--- src/rtl/seq_match_monitor.sv ---
// seq_match_monitor: statistics on the MATCH pulse from the "10101011"
// detector. It keeps a saturating match count, the distance between the last
// two matches, the smallest distance seen, a sticky flag for spacings the
// pattern cannot legally produce, and a pulse when matches cluster in a burst.
module seq_match_monitor #(
  parameter int CNT_W         = 16,
  parameter int GAP_W         = 8,
  parameter int MIN_LEGAL_GAP = 7,
  parameter int BURST_GAP     = 8,
  parameter int BURST_N       = 3
) (
  input  logic             CLK,
  input  logic             RST,
  input  logic             CLR,
  input  logic             MATCH,
  output logic [CNT_W-1:0] MATCH_CNT,
  output logic             CNT_SAT,
  output logic [GAP_W-1:0] LAST_GAP,
  output logic [GAP_W-1:0] MIN_GAP,
  output logic             GAP_VALID,
  output logic             GAP_ERR,
  output logic             BURST
);

  localparam int RUN_W = $clog2(BURST_N + 1);
  localparam logic [GAP_W-1:0] GAP_MAX   = '1;
  localparam logic [GAP_W-1:0] GAP_LEGAL = GAP_W'(MIN_LEGAL_GAP);
  localparam logic [GAP_W-1:0] GAP_CLOSE = GAP_W'(BURST_GAP);
  localparam logic [RUN_W-1:0] RUN_FIRE  = RUN_W'(BURST_N);

  typedef enum logic {S_IDLE = 1'b0, S_TRACK = 1'b1} state_t;

  state_t           r_state;
  logic [CNT_W-1:0] r_match_cnt;
  logic             r_cnt_sat;
  logic [GAP_W-1:0] r_last_gap;
  logic [GAP_W-1:0] r_min_gap;
  logic             r_gap_valid;
  logic             r_gap_err;
  logic             r_burst;
  logic [GAP_W-1:0] r_gap_cnt;
  logic [RUN_W-1:0] r_run_cnt;

  logic [CNT_W-1:0] w_cnt_next;
  logic [RUN_W-1:0] w_run_inc;

  // Saturating increments used when a match is accepted.
  always_comb begin
    w_cnt_next = (r_match_cnt == '1) ? r_match_cnt : r_match_cnt + CNT_W'(1);
    w_run_inc  = r_run_cnt + RUN_W'(1);
  end

  // Tracking FSM: the gap counter holds the distance, in edges, since the
  // previous accepted match; all statistics update on the edge a match is seen.
  always_ff @(posedge CLK or negedge RST) begin
    if (!RST) begin
      r_state     <= S_IDLE;
      r_match_cnt <= '0;
      r_cnt_sat   <= 1'b0;
      r_last_gap  <= '0;
      r_min_gap   <= '1;
      r_gap_valid <= 1'b0;
      r_gap_err   <= 1'b0;
      r_burst     <= 1'b0;
      r_gap_cnt   <= '0;
      r_run_cnt   <= '0;
    end else if (CLR) begin
      // Clear wins over a coincident MATCH, which is simply dropped.
      r_state     <= S_IDLE;
      r_match_cnt <= '0;
      r_cnt_sat   <= 1'b0;
      r_last_gap  <= '0;
      r_min_gap   <= '1;
      r_gap_valid <= 1'b0;
      r_gap_err   <= 1'b0;
      r_burst     <= 1'b0;
      r_gap_cnt   <= '0;
      r_run_cnt   <= '0;
    end else begin
      r_burst <= 1'b0;
      case (r_state)
        S_IDLE: begin
          if (MATCH) begin
            r_state     <= S_TRACK;
            r_match_cnt <= w_cnt_next;
            if (w_cnt_next == '1) r_cnt_sat <= 1'b1;
            r_gap_cnt   <= GAP_W'(1);
            r_run_cnt   <= RUN_W'(1);
          end
        end
        S_TRACK: begin
          if (MATCH) begin
            r_last_gap  <= r_gap_cnt;
            r_gap_cnt   <= GAP_W'(1);
            r_gap_valid <= 1'b1;
            r_match_cnt <= w_cnt_next;
            if (w_cnt_next == '1) r_cnt_sat <= 1'b1;
            if (r_gap_cnt < r_min_gap) r_min_gap <= r_gap_cnt;
            if (r_gap_cnt < GAP_LEGAL) r_gap_err <= 1'b1;
            // A close match extends the run; reaching the threshold fires
            // the pulse and restarts the run at this match.
            if (r_gap_cnt <= GAP_CLOSE) begin
              if (w_run_inc == RUN_FIRE) begin
                r_burst   <= 1'b1;
                r_run_cnt <= RUN_W'(1);
              end else begin
                r_run_cnt <= w_run_inc;
              end
            end else begin
              r_run_cnt <= RUN_W'(1);
            end
          end else if (r_gap_cnt != GAP_MAX) begin
            r_gap_cnt <= r_gap_cnt + GAP_W'(1);
          end
        end
        default: r_state <= S_IDLE;
      endcase
    end
  end

  assign MATCH_CNT = r_match_cnt;
  assign CNT_SAT   = r_cnt_sat;
  assign LAST_GAP  = r_last_gap;
  assign MIN_GAP   = r_min_gap;
  assign GAP_VALID = r_gap_valid;
  assign GAP_ERR   = r_gap_err;
  assign BURST     = r_burst;

endmodule

--- config.mk ---
export PLATFORM = sky130hd
export DESIGN_NAME = seq_match_monitor
export DESIGN_NICKNAME = d
export VERILOG_FILES = /design/src/rtl/seq_match_monitor.sv
export SDC_FILE = /design/constraint.sdc
export NUM_CORES = 1
export LEC_CHECK = 0
export BUFFER_PORTS_ARGS = -buffer_cell sky130_fd_sc_hd__buf_2
export CAP_MARGIN = 20
export CORE_ASPECT_RATIO = 0.6
export CORE_MARGIN = 2
export CORE_UTILIZATION = 35
export DETAILED_ROUTE_END_ITERATION = 8
export PLACE_DENSITY_LB_ADDON = 0.25
export SYNTH_ARGS = -nofsm -noshare
export SYNTH_HDL_FRONTEND = slang
export SYNTH_SLANG_ARGS = --single-unit
--- constraint.sdc ---
create_clock -name CLK -period 1.9 [get_ports CLK]
set_input_delay 0.19 -clock CLK [delete_from_list [all_inputs] [get_ports CLK]]
set_output_delay 0.19 -clock CLK [all_outputs]
set_load 0.01 [all_outputs]
==> results.md, run 1 <==
- Max Clk Rate: 532 MHz
- Share of cells above drive strength 1: 34.2%
- # DRC: 0
- PortBufs: 39
- Max-cap violations: 0
- LEAKAGE: 1.67 nW
- Worst-Margin Slew: 0.501 ns
- Final Hold Viols: 0
- Post-synth ARST share: 100%
- Crit-path slowest cell: dfrtp_2
- Die Ht: 72.4 um
- Clk_lat worst skew: 0.29 ns
- Routed WL: 7.27 mm
- Synth Warn #: 0
- CP Capture Type: flip-flop
- Largest net degree at the start of global routing: 45
- CP Max Fanout: 4
- Vias in the first global route: 2,230
- First-pass GRT wire length: 11.8 mm
- Max-slew violations: 0
- Post-synthesis cell area: 0.00273 mm^2
- Post-synth EDFFs: 0
- Iteration-0 DRC Markers: 97
- Critical path arrival: 2.06 ns
- Max Buffers Root-to-Sink: 2
- GRT overflow: 0
- I/O pin total: 40
- Sink Count: 47
- Final period utilization: 99.0%
- RSZ-0062 raised after global routing: true
- Setup CP Type: reg2reg
- Total GRT Usage: 17.5%
- H-tree lvl count: 2
- Post-Route Utilization: 47.7%
- Final Skew: 0.00513 ns
- Detailed placement HPWL: 5.09 mm
- Setup violators final: 0
- Post-placement cell count: 457
- VDD IR max: 0.353 mV
- Cell Pwr Density: 655 mW/mm^2
- Root Buffer: clkbuf_16
- Critical Path Start Type: flip-flop
- Relative slew slack: 66.6%
- # fillers: 720
- Final #Nets: 381
- Seq/Total Area, Yosys: 43.4%
- Yosys reg bits: 47
- Area grow syn2layout: 29.5%
- WL/cell: 15.4 um
- ANT cells: 0
- Core area: 0.00742 mm^2
- Vias/cell: 5.03
- Final worst slack: 0.0197 ns
- Post-route non-filler standard cell count: 472
- Syn_nets: 310
- DR vias: 2,373
- Rows: 24
- Required @ worst endpoint: 2.08 ns
- CTS tree: yes
- Post-synth cell types: 52
- Num CTS Buffers: 5
- Starting Density: 36.8%
- Mapped Avg Cell Area: 9.23 um^2
- Type of the worst min-delay path: in2reg
- Crit-path cells: buf_4, nand4_1, nor2_1, and4_1, mux2_2, nor4bb_1, a32o_1
- Initial antenna violation count: 0
- Final min period: 1.88 ns
- TritonRoute pass-1 iters: 4
- Final Wtd Congestion: 0.884
- Post-route ant nets: 0
- Die X: 118 um
- Status: finished, final reports clean
- Worst path max stage delay: 0.40 ns
- Top FF cell, synth: dfrtp_1
- Clock Pin Slew Worst Setup and Hold Paths: 0.07 ns
- Cell count after synthesis: 296
- Pre-CTS setup slack: -0.0821 ns
- Die ar.: 0.00855 mm^2
[final cells by class]
cell class	count	area, um^2	share of cell area, %
multi-input combinational	221	1490	42.1
sequential	47	1190	33.7
timing repair buffer	79	518	14.6
clock buffer	7	153	4.32
tap	104	130	3.68
inverter	13	48.8	1.38
clock inverter	1	7.51	0.212
[registers in the layout, indices dropped and copies added (netlist names)]
signal and flops:
BURST 1, r_gap_cnt 8, GAP_VALID 1, CNT_SAT 1, r_run_cnt 2, MIN_GAP 8, LAST_GAP 8, GAP_ERR 1
MATCH_CNT 16, r_state 1
[critical path, delay by kind of cell (launching register included)]
family,cells,cell delay [ns]
mux,1,0.35
compound gates,1,0.21
buf+inv,1,0.14
simple gates,4,0.67
flops,1,0.40
[cells in the final DEF (no fill, tap or decap), types with 3 or more instances in the layout]
cell type / n
nor2_1: 53
buf_2: 39
dfrtp_1: 36
buf_4: 36
nand2_1: 32
mux2i_1: 14
a21oi_1: 14
xor2_1: 12
inv_1: 11
nand3_1: 11
nand4_1: 10
dfstp_2: 8
ha_1: 7
xnor2_1: 6
clkbuf_16: 5
dfrtp_2: 3
nand2b_1: 3
and4_1: 3
and4_4: 3
a31oi_1: 3
nor3_2: 3
ha_4: 3
[synth_stat cells (6+ instances only)]
cell type | instances | area, um^2
a21oi_1 | 16 | 80.1
clkbuf_1 | 7 | 26.3
dfrtp_1 | 39 | 976
dfstp_2 | 8 | 210
ha_1 | 10 | 125
inv_1 | 12 | 45.0
mux2i_1 | 16 | 160
nand2_1 | 32 | 120
nand3_1 | 12 | 60.1
nand4_1 | 10 | 62.6
nor2_1 | 54 | 203
xnor2_1 | 6 | 52.6
xor2_1 | 12 | 105
[logic make-up (layout without fill, tap and decap cells)]
| logic type | after synthesis | after routing | synth area share (%) |
|---|---|---|---|
| and+or+nand+nor | 139 | 139 | 24.9 |
| DFF | 47 | 47 | 43.4 |
| adders and majority gates | 10 | 10 | 4.58 |
| muxes | 18 | 18 | 6.69 |
| AOI/OAI and AO/OA | 36 | 36 | 9.12 |
| buffers and inverters | 28 | 100 | 5.54 |
| xor gates and xnor gates | 18 | 18 | 5.77 |
[where the power goes]
part           internal (mW)  total (mW)  switching [mW]
Combinational          0.124       0.288           0.164
Sequential              1.05        1.07          0.0274
Clock                  0.560       0.953           0.393
[stage by stage]
| stage | power (mW) | hold WS (ns) | cell area [um^2] | TNS [ns] |
|---|---|---|---|---|
| after floorplan | 1.24 | -0.106 | 2750 | 0 |
| final | 2.32 | 0.266 | 3540 | 0 |
| after global placement | 1.34 | 0.178 | 3230 | -0.289 |
| after global routing | 2.42 | 0.290 | 3540 | -0.0746 |
| after detailed placement | 1.35 | 0.192 | 3230 | -0.369 |
| after CTS | 2.32 | 0.261 | 3450 | 0 |
[routing by layer]
layer / GRT usage (%) / up-vias / wire length (um)
met5: 0 / - / 0
met4: 5.49 / 0 / 78
met3: 3.30 / 7 / 377
met2: 23.6 / 83 / 2900
met1: 27.6 / 1130 / 3910
li1: - / 1153 / -
[worst paths after layout]
check	depth (start not counted)	startpoint	slack (ns)	to
worst max-delay path	7	MATCH_CNT[7]	0.02	CNT_SAT
worst min-delay path	3	MATCH	0.27	r_state
worst max register to register	7	MATCH_CNT[7]	0.02	CNT_SAT
worst min register to register	1	r_run_cnt[0]	0.51	BURST
max in group asynchronous	3	RST	0.90	MIN_GAP[2]
min in group asynchronous	2	RST	0.40	MATCH_CNT[9]
[what timing repair did]
| item | 4_1_cts | 5_1_grt |
|---|---|---|
| setup buffers | 3 | 3 |
| endpoints found under the setup margin | 9 | 10 |
| hold endpoints to repair | 20 | 0 |
| resized for setup | 7 | 15 |
| hold buffers | 1 | 0 |
| pin swaps | 1 | 9 |
Note: power is estimated with default switching activity, not from simulation.
==> run 2: changes to the inputs <==
--- a/config.mk
+++ b/config.mk
@@ -12,6 +12,7 @@
 export CORE_UTILIZATION = 35
 export DETAILED_ROUTE_END_ITERATION = 8
 export PLACE_DENSITY_LB_ADDON = 0.25
+export SETUP_SLACK_MARGIN = 0.1
 export SYNTH_ARGS = -nofsm -noshare
 export SYNTH_HDL_FRONTEND = slang
 export SYNTH_SLANG_ARGS = --single-unit
==> run 2 against run 1 <==
The run now ends with negative setup slack left. Die area is the same. Critical path depth unchanged. Sequential share of layout area fell by 1.7 points. Total power up 4.2%. Critical endpoint unchanged. Largest power group unchanged.
==> results.md, run 2 (synthesized netlist as in run 1, its figures left out) <==
- Sw frac: 23.6% (-1.6 points)
- Switching power: 0.569 mW (-2.5%)
- Share of cells above drive strength 1: 37.6% (+3.3 points)
- P_int: 1.84 mW (+6.4%)
- Starting Density: 36.8% (unchanged)
- Critical path arrival: 2.12 ns (+0.06 ns)
- Cell Pwr Density: 648 mW/mm^2 (-1.1%)
- CTS tree: yes
- First-pass GRT wire length: 11.9 mm (+0.64%)
- Final Skew: 0.00528 ns (+0.000150 ns)
- Sink Count: 47 (unchanged)
- Post-route ant nets: 0 (unchanged)
- VDD IR max: 0.371 mV (+5.1%)
- PortBufs: 39 (unchanged)
- Clk_lat worst skew: 0.28 ns (about the same)
- Logic gate share of total power: 13.0% (+0.6 points)
- Final Cell Area: 0.00372 mm^2 (+5.3%)
- Relative slew slack: 63.0% (-3.5 points)
- # DRC: 0 (unchanged)
- Max Buffers Root-to-Sink: 2 (unchanged)
- Max FFs per register: 16 (unchanged)
- Most frequent cells in the layout: nor2_1, buf_4, buf_2, dfrtp_1, nand2_1
- WL/cell: 15.4 um (about the same)
- Failing checks: negative setup slack
- Crit-path cells: ha_4, and3_4, nand4_1, or3b_4, a31oi_4, nor3_2, a32o_1
- Final #Nets: 391 (+2.6%)
- Clock Pin Slew Worst Setup and Hold Paths: 0.07 ns (about the same)
- Die Ht: 72.4 um (unchanged)
- Post-route non-filler standard cell count: 482 (+2.1%)
- Core area: 0.00742 mm^2 (unchanged)
- Critical Path Start Type: flip-flop
- LEAKAGE: 1.75 nW (+4.6%)
- Max-slew violations: 0 (unchanged)
- Initial antenna violation count: 0 (unchanged)
- I/O pin total: 40 (unchanged)
- Max-cap violations: 0 (unchanged)
- Worst-Margin Slew: 0.554 ns (+0.0531 ns)
- Crit-path slowest cell: dfrtp_2
- Die ar.: 0.00855 mm^2 (unchanged)
- Vias/cell: 5.06 (+0.69%)
- Root Buffer: clkbuf_16
- H-tree lvl count: 2 (unchanged)
- Final worst slack: -0.0435 ns (-0.0632 ns)
- Post-placement cell count: 457 (unchanged)
- DR vias: 2,440 (+2.8%)
- Type of the worst min-delay path: in2reg
- Clock network fraction of design power: 42.4% (+1.2 points)
- CP Max Fanout: 7 (+3)
- ANT cells: 0 (unchanged)
- Placed cell areas: 0.00325 mm^2 (+0.50%)
- Num CTS Buffers: 5 (unchanged)
- Setup CP Type: reg2reg
- Final min period: 1.94 ns (+0.0632 ns)
- Final period utilization: 102% (+3.3 points)
- Routed WL: 7.42 mm (+2.0%)
- Pre-CTS setup slack: -0.0524 ns (+0.0297 ns)
- Vias in the first global route: 2,313 (+3.7%)
- Required @ worst endpoint: 2.08 ns (about the same)
- Final Wtd Congestion: 0.872 (-1.3%)
- Share of power burned in registers: 44.6% (-1.8 points)
- Commonest non-fill, non-tap cell in the layout: nor2_1
- TritonRoute pass-1 iters: 4 (unchanged)
- Total GRT Usage: 17.5% (unchanged)
- Area grow syn2layout: 36.3%
- RSZ-0062 raised after global routing: true
- Setup violators final: 1 (+1)
- Detailed placement HPWL: 5.19 mm (+1.8%)
- Die X: 118 um (unchanged)
- Worst path max stage delay: 0.44 ns (+0.04 ns)
- Iteration-0 DRC Markers: 206 (+110%)
- Min Hold Slack: 0.320 ns (+0.0536 ns)
- Status: finished with violations
- GRT overflow: 0 (unchanged)
- Largest net degree at the start of global routing: 45 (unchanged)
- Final Hold Viols: 0 (unchanged)
- Max Clk Rate: 515 MHz (-3.2%)
- Rows: 24 (unchanged)
- CP Capture Type: flip-flop
[run 2: cell count changes in the layout (fill, tap and decap cells not counted), sizes merged]
cell | before | now
buf | 78 | 87
clkinvlp | 1 | 0
clkinv | 1 | 2
bufinv | 0 | 1
[run 2: worst max-delay path, delay by kind of cell (launching register included)]
family / cells / cell delay [ns]
fa+ha+maj: 1 / 0.18
simple gates: 4 / 0.82
compound gates: 2 / 0.39
flops: 1 / 0.44
[run 2: metal layers]
metal	part of all wire, %	up-vias	track usage (%)
li1	-	1180	-
met1	53	1167	27.7
met2	40	87	24.2
met3	6.1	6	3.77
met4	0.59	0	2.95
met5	0	-	0
[run 2: worst paths after layout]
path | start | end | slack, ns | depth (start not counted)
setup / recovery | MATCH_CNT[1] | CNT_SAT | -0.04 | 7
hold / removal | MATCH | r_run_cnt[0] | 0.32 | 3
setup reg to reg | MATCH_CNT[1] | CNT_SAT | -0.04 | 7
hold reg to reg | r_run_cnt[0] | BURST | 0.50 | 1
max in group asynchronous | RST | MIN_GAP[3] | 0.86 | 3
min in group asynchronous | RST | MATCH_CNT[4] | 0.43 | 2
[run 2: timing repair]
action / in CTS / in global routing
setup buffers: 10 / 5
gates cloned: 0 / 1
pin swaps: 14 / 8
endpoints found under the hold margin: 20 / 0
hold buffers: 1 / 0
endpoints found under the setup margin: 12 / 18
resized for setup: 10 / 16
[run 2: area by class of cell]
class	count	area, um^2
Inverter	13	48.8
Fill cell	694	3690
Clock buffer	6	139
Sequential cell	47	1190
Multi-Input combinational cell	221	1550
Timing Repair Buffer	89	636
Clock inverter	2	35.0
Tap cell	104	130
[run 2: through the flow]
| stage | setup TNS [ns] | utilization, % | power (mW) |
|---|---|---|---|
| after floorplan | 0 | - | 1.24 |
| after global placement | -0.00409 | 43.8 | 1.34 |
| after detailed placement | -0.0992 | 43.8 | 1.35 |
| after CTS | 0 | 48.4 | 2.42 |
| after global routing | -0.0704 | 50.2 | 2.51 |
| final | -0.0435 | 50.2 | 2.41 |
[run 2: power by group through the flow]
| stage | logic, mW | registers, mW | clock network [mW] |
|---|---|---|---|
| finish | 0.315 | 1.08 | 1.02 |
| global route | 0.348 | 1.08 | 1.09 |
| CTS | 0.299 | 1.07 | 1.05 |
| floorplan | 0.131 | 1.11 | 0 |
| global placement | 0.248 | 1.09 | 0 |
| detailed placement | 0.252 | 1.09 | 0 |
==> run 3: changes to the inputs <==
==> constraint.sdc (replaced) <==
create_clock -name CLK -period 1.9 [get_ports CLK]
set_input_delay 0.095 -clock CLK [delete_from_list [all_inputs] [get_ports CLK]]
set_output_delay 0.095 -clock CLK [all_outputs]
set_load 0.01 [all_outputs]
==> run 3 against run 2 <==
The flow still finishes with violations (negative setup slack). Sequential power barely moved. Total power fell by 1.9%. Maximum frequency rose by 2.1%. Final cell count fell by 0.83%. Hold slack got worse by 0.15 ns. Sequential share of layout area rose by 0.83 points. First-iteration DRC count fell by 24%. Non-clock buffer count fell by 4. Sequential cell count did not move. Combinational power fell by 6.3%. Register-to-register slack improved by 0.04 ns. Core utilization fell by 1.3 points. Highest routed layer unchanged.
==> results.md, run 3 (synthesized netlist as in run 1, its figures left out) <==
- Clock network fraction of design power: 41.9% (-0.5 points)
- Root Buffer: clkbuf_16
- Num CTS Buffers: 5 (unchanged)
- Vias in the first global route: 2,312 (-0.043%)
- RSZ-0062 raised after global routing: true
- R2r setup slk: -0.003 ns (+0.04 ns)
- TritonRoute pass-1 iters: 4 (unchanged)
- CP Capture Type: flip-flop
- Final period utilization: 100% (-2.1 points)
- Die Ht: 72.4 um (unchanged)
- Clock Pin Slew Worst Setup and Hold Paths: 0.06 ns (about the same)
- Crit-path slowest cell: dfrtp_2
- Vias/cell: 5.03 (-0.65%)
- Die X: 118 um (unchanged)
- Initial antenna violation count: 0 (unchanged)
- P_int: 1.80 mW (-2.4%)
- Rows: 24 (unchanged)
- Most frequent cells in the layout: nor2_1, buf_4, buf_2, dfrtp_1, nand2_1
- Placed cell areas: 0.00325 mm^2 (+0.23%)
- Switching power: 0.567 mW (-0.36%)
- Final min period: 1.90 ns (-0.0402 ns)
- VDD IR max: 0.362 mV (-2.4%)
- Share of power burned in registers: 45.6% (+1.0 points)
- CP Max Fanout: 7 (unchanged)
- Cell Pwr Density: 652 mW/mm^2 (+0.65%)
- Detailed placement HPWL: 5.18 mm (about the same)
- Core area: 0.00742 mm^2 (unchanged)
- Post-route ant nets: 0 (unchanged)
- Max FFs per register: 16 (unchanged)
- Final Wtd Congestion: 0.854 (-2.0%)
- Max-slew violations: 0 (unchanged)
- Required @ worst endpoint: 2.07 ns (about the same)
- # fillers: 694 (unchanged)
- DR vias: 2,404 (-1.5%)
- Relative slew slack: 69.0% (+5.9 points)
- Critical path arrival: 2.08 ns (-0.04 ns)
- LEAKAGE: 1.71 nW (-2.2%)
- Sink Count: 47 (unchanged)
- Sw frac: 24.0% (+0.37 points)
- Max Buffers Root-to-Sink: 2 (unchanged)
- Worst path max stage delay: 0.44 ns (about the same)
- Failing checks: negative setup slack
- Logic gate share of total power: 12.5% (-0.5 points)
- Final #Nets: 387 (-1.0%)
- Max-cap violations: 0 (unchanged)
- Clk_lat worst skew: 0.28 ns (about the same)
- First-pass GRT wire length: 11.8 mm (-0.70%)
- Total GRT Usage: 17.5% (about the same)
- Final Hold Viols: 0 (unchanged)
- Setup CP Type: reg2reg
- Post-placement cell count: 458 (+0.22%)
- ANT cells: 0 (unchanged)
- Area grow syn2layout: 32.9%
- Largest net degree at the start of global routing: 45 (unchanged)
- Status: finished with violations
- I/O pin total: 40 (unchanged)
- CP top delay family: simple AND/OR/NAND/NOR gates
- Final worst slack: -0.00324 ns (+0.0402 ns)
- # DRC: 0 (unchanged)
- Starting Density: 36.8% (unchanged)
- Iteration-0 DRC Markers: 156 (-24%)
- Critical Path Start Type: flip-flop
- Final Skew: 0.00481 ns (-0.000466 ns)
- Worst-Margin Slew: 0.465 ns (-0.0892 ns)
- H-tree lvl count: 2 (unchanged)
- Setup violators final: 1 (unchanged)
- Share of cells above drive strength 1: 35.6% (-2.0 points)
- Commonest non-fill, non-tap cell in the layout: nor2_1
- Max Clk Rate: 525 MHz (+2.1%)
- Min Hold Slack: 0.173 ns (-0.147 ns)
- Worst path buffer plus inverter count: 0 (unchanged)
- Routed WL: 7.34 mm (-1.0%)
- Overall power: 2.37 mW (-1.9%)
- PortBufs: 39 (unchanged)
- GRT overflow: 0 (unchanged)
- Type of the worst min-delay path: in2reg
- CTS tree: yes
- Die ar.: 0.00855 mm^2 (unchanged)
- WL/cell: 15.4 um (-0.18%)
- Crit-path cells: ha_4, and3_4, nand4_1, or3b_4, a31oi_4, nor3_2, a32o_1
- Pre-CTS setup slack: -0.0917 ns (-0.0394 ns)
- Final Cell Area: 0.00363 mm^2 (-2.5%)
- Post-route non-filler standard cell count: 478 (-0.83%)
## run 3: changes by cell type in the layout (fill, tap and decap cells not counted), sizes merged
cell,delta
buf,-3
clkinv,-1
## run 3: stage by stage
step                 TNS, ns  util, %
finish              -0.00324     48.9
global route          -0.152     48.9
CTS                        0     47.5
detailed placement    -0.386     43.9
global placement     -0.0237     43.9
floorplan                  0        -
## run 3: worst paths after layout
kind,from,end,depth (start not counted)
worst max register to register,MATCH_CNT[1],CNT_SAT,7
worst min-delay path,MATCH,r_state,3
max in group asynchronous,RST,MIN_GAP[0],3
min in group asynchronous,RST,MATCH_CNT[3],2
worst min register to register,GAP_VALID,GAP_VALID,2
worst max-delay path,MATCH_CNT[1],CNT_SAT,7
## run 3: cell type report
| class | count | area [um^2] | area share (%) |
|---|---|---|---|
| tap | 104 | 130 | 3.58 |
| inverter | 13 | 48.8 | 1.34 |
| clock buffer | 7 | 133 | 3.65 |
| clock inverter | 1 | 30.0 | 0.827 |
| sequential | 47 | 1190 | 32.8 |
| multi-input combinational | 221 | 1540 | 42.5 |
| timing repair buffer | 85 | 556 | 15.3 |
## run 3: power groups by stage
stage          clock, mW  sequential [mW]  combinational, mW
4_1_cts             1.00             1.08              0.281
5_1_grt             1.05             1.08              0.331
3_5_place_dp           0             1.10              0.251
3_3_place_gp           0             1.10              0.249
6_report           0.993             1.08              0.295
2_1_floorplan          0             1.11              0.131
## run 3: worst min-delay path: cells and delay by family
family	cells	cell delay, ns
simple gates	2	0.15
buf+inv	1	0.17
## run 3: what timing repair did
action | 4_1_cts | 5_1_grt
hold buffers | 1 | 0
endpoints found under the hold margin | 14 | 0
gates resized for setup | 9 | 14
buffers inserted | 7 | 4
setup endpoints to repair | 10 | 17
pin swaps | 9 | 10
## run 3: routing by layer
layer  share of wire, %  GRT usage, %  up-vias
met1                 53          27.2     1158
met4               0.71          4.15        0
met2                 41          24.2       61
li1                   -             -     1178
met5                  0             0        -
met3                5.6          3.93        7
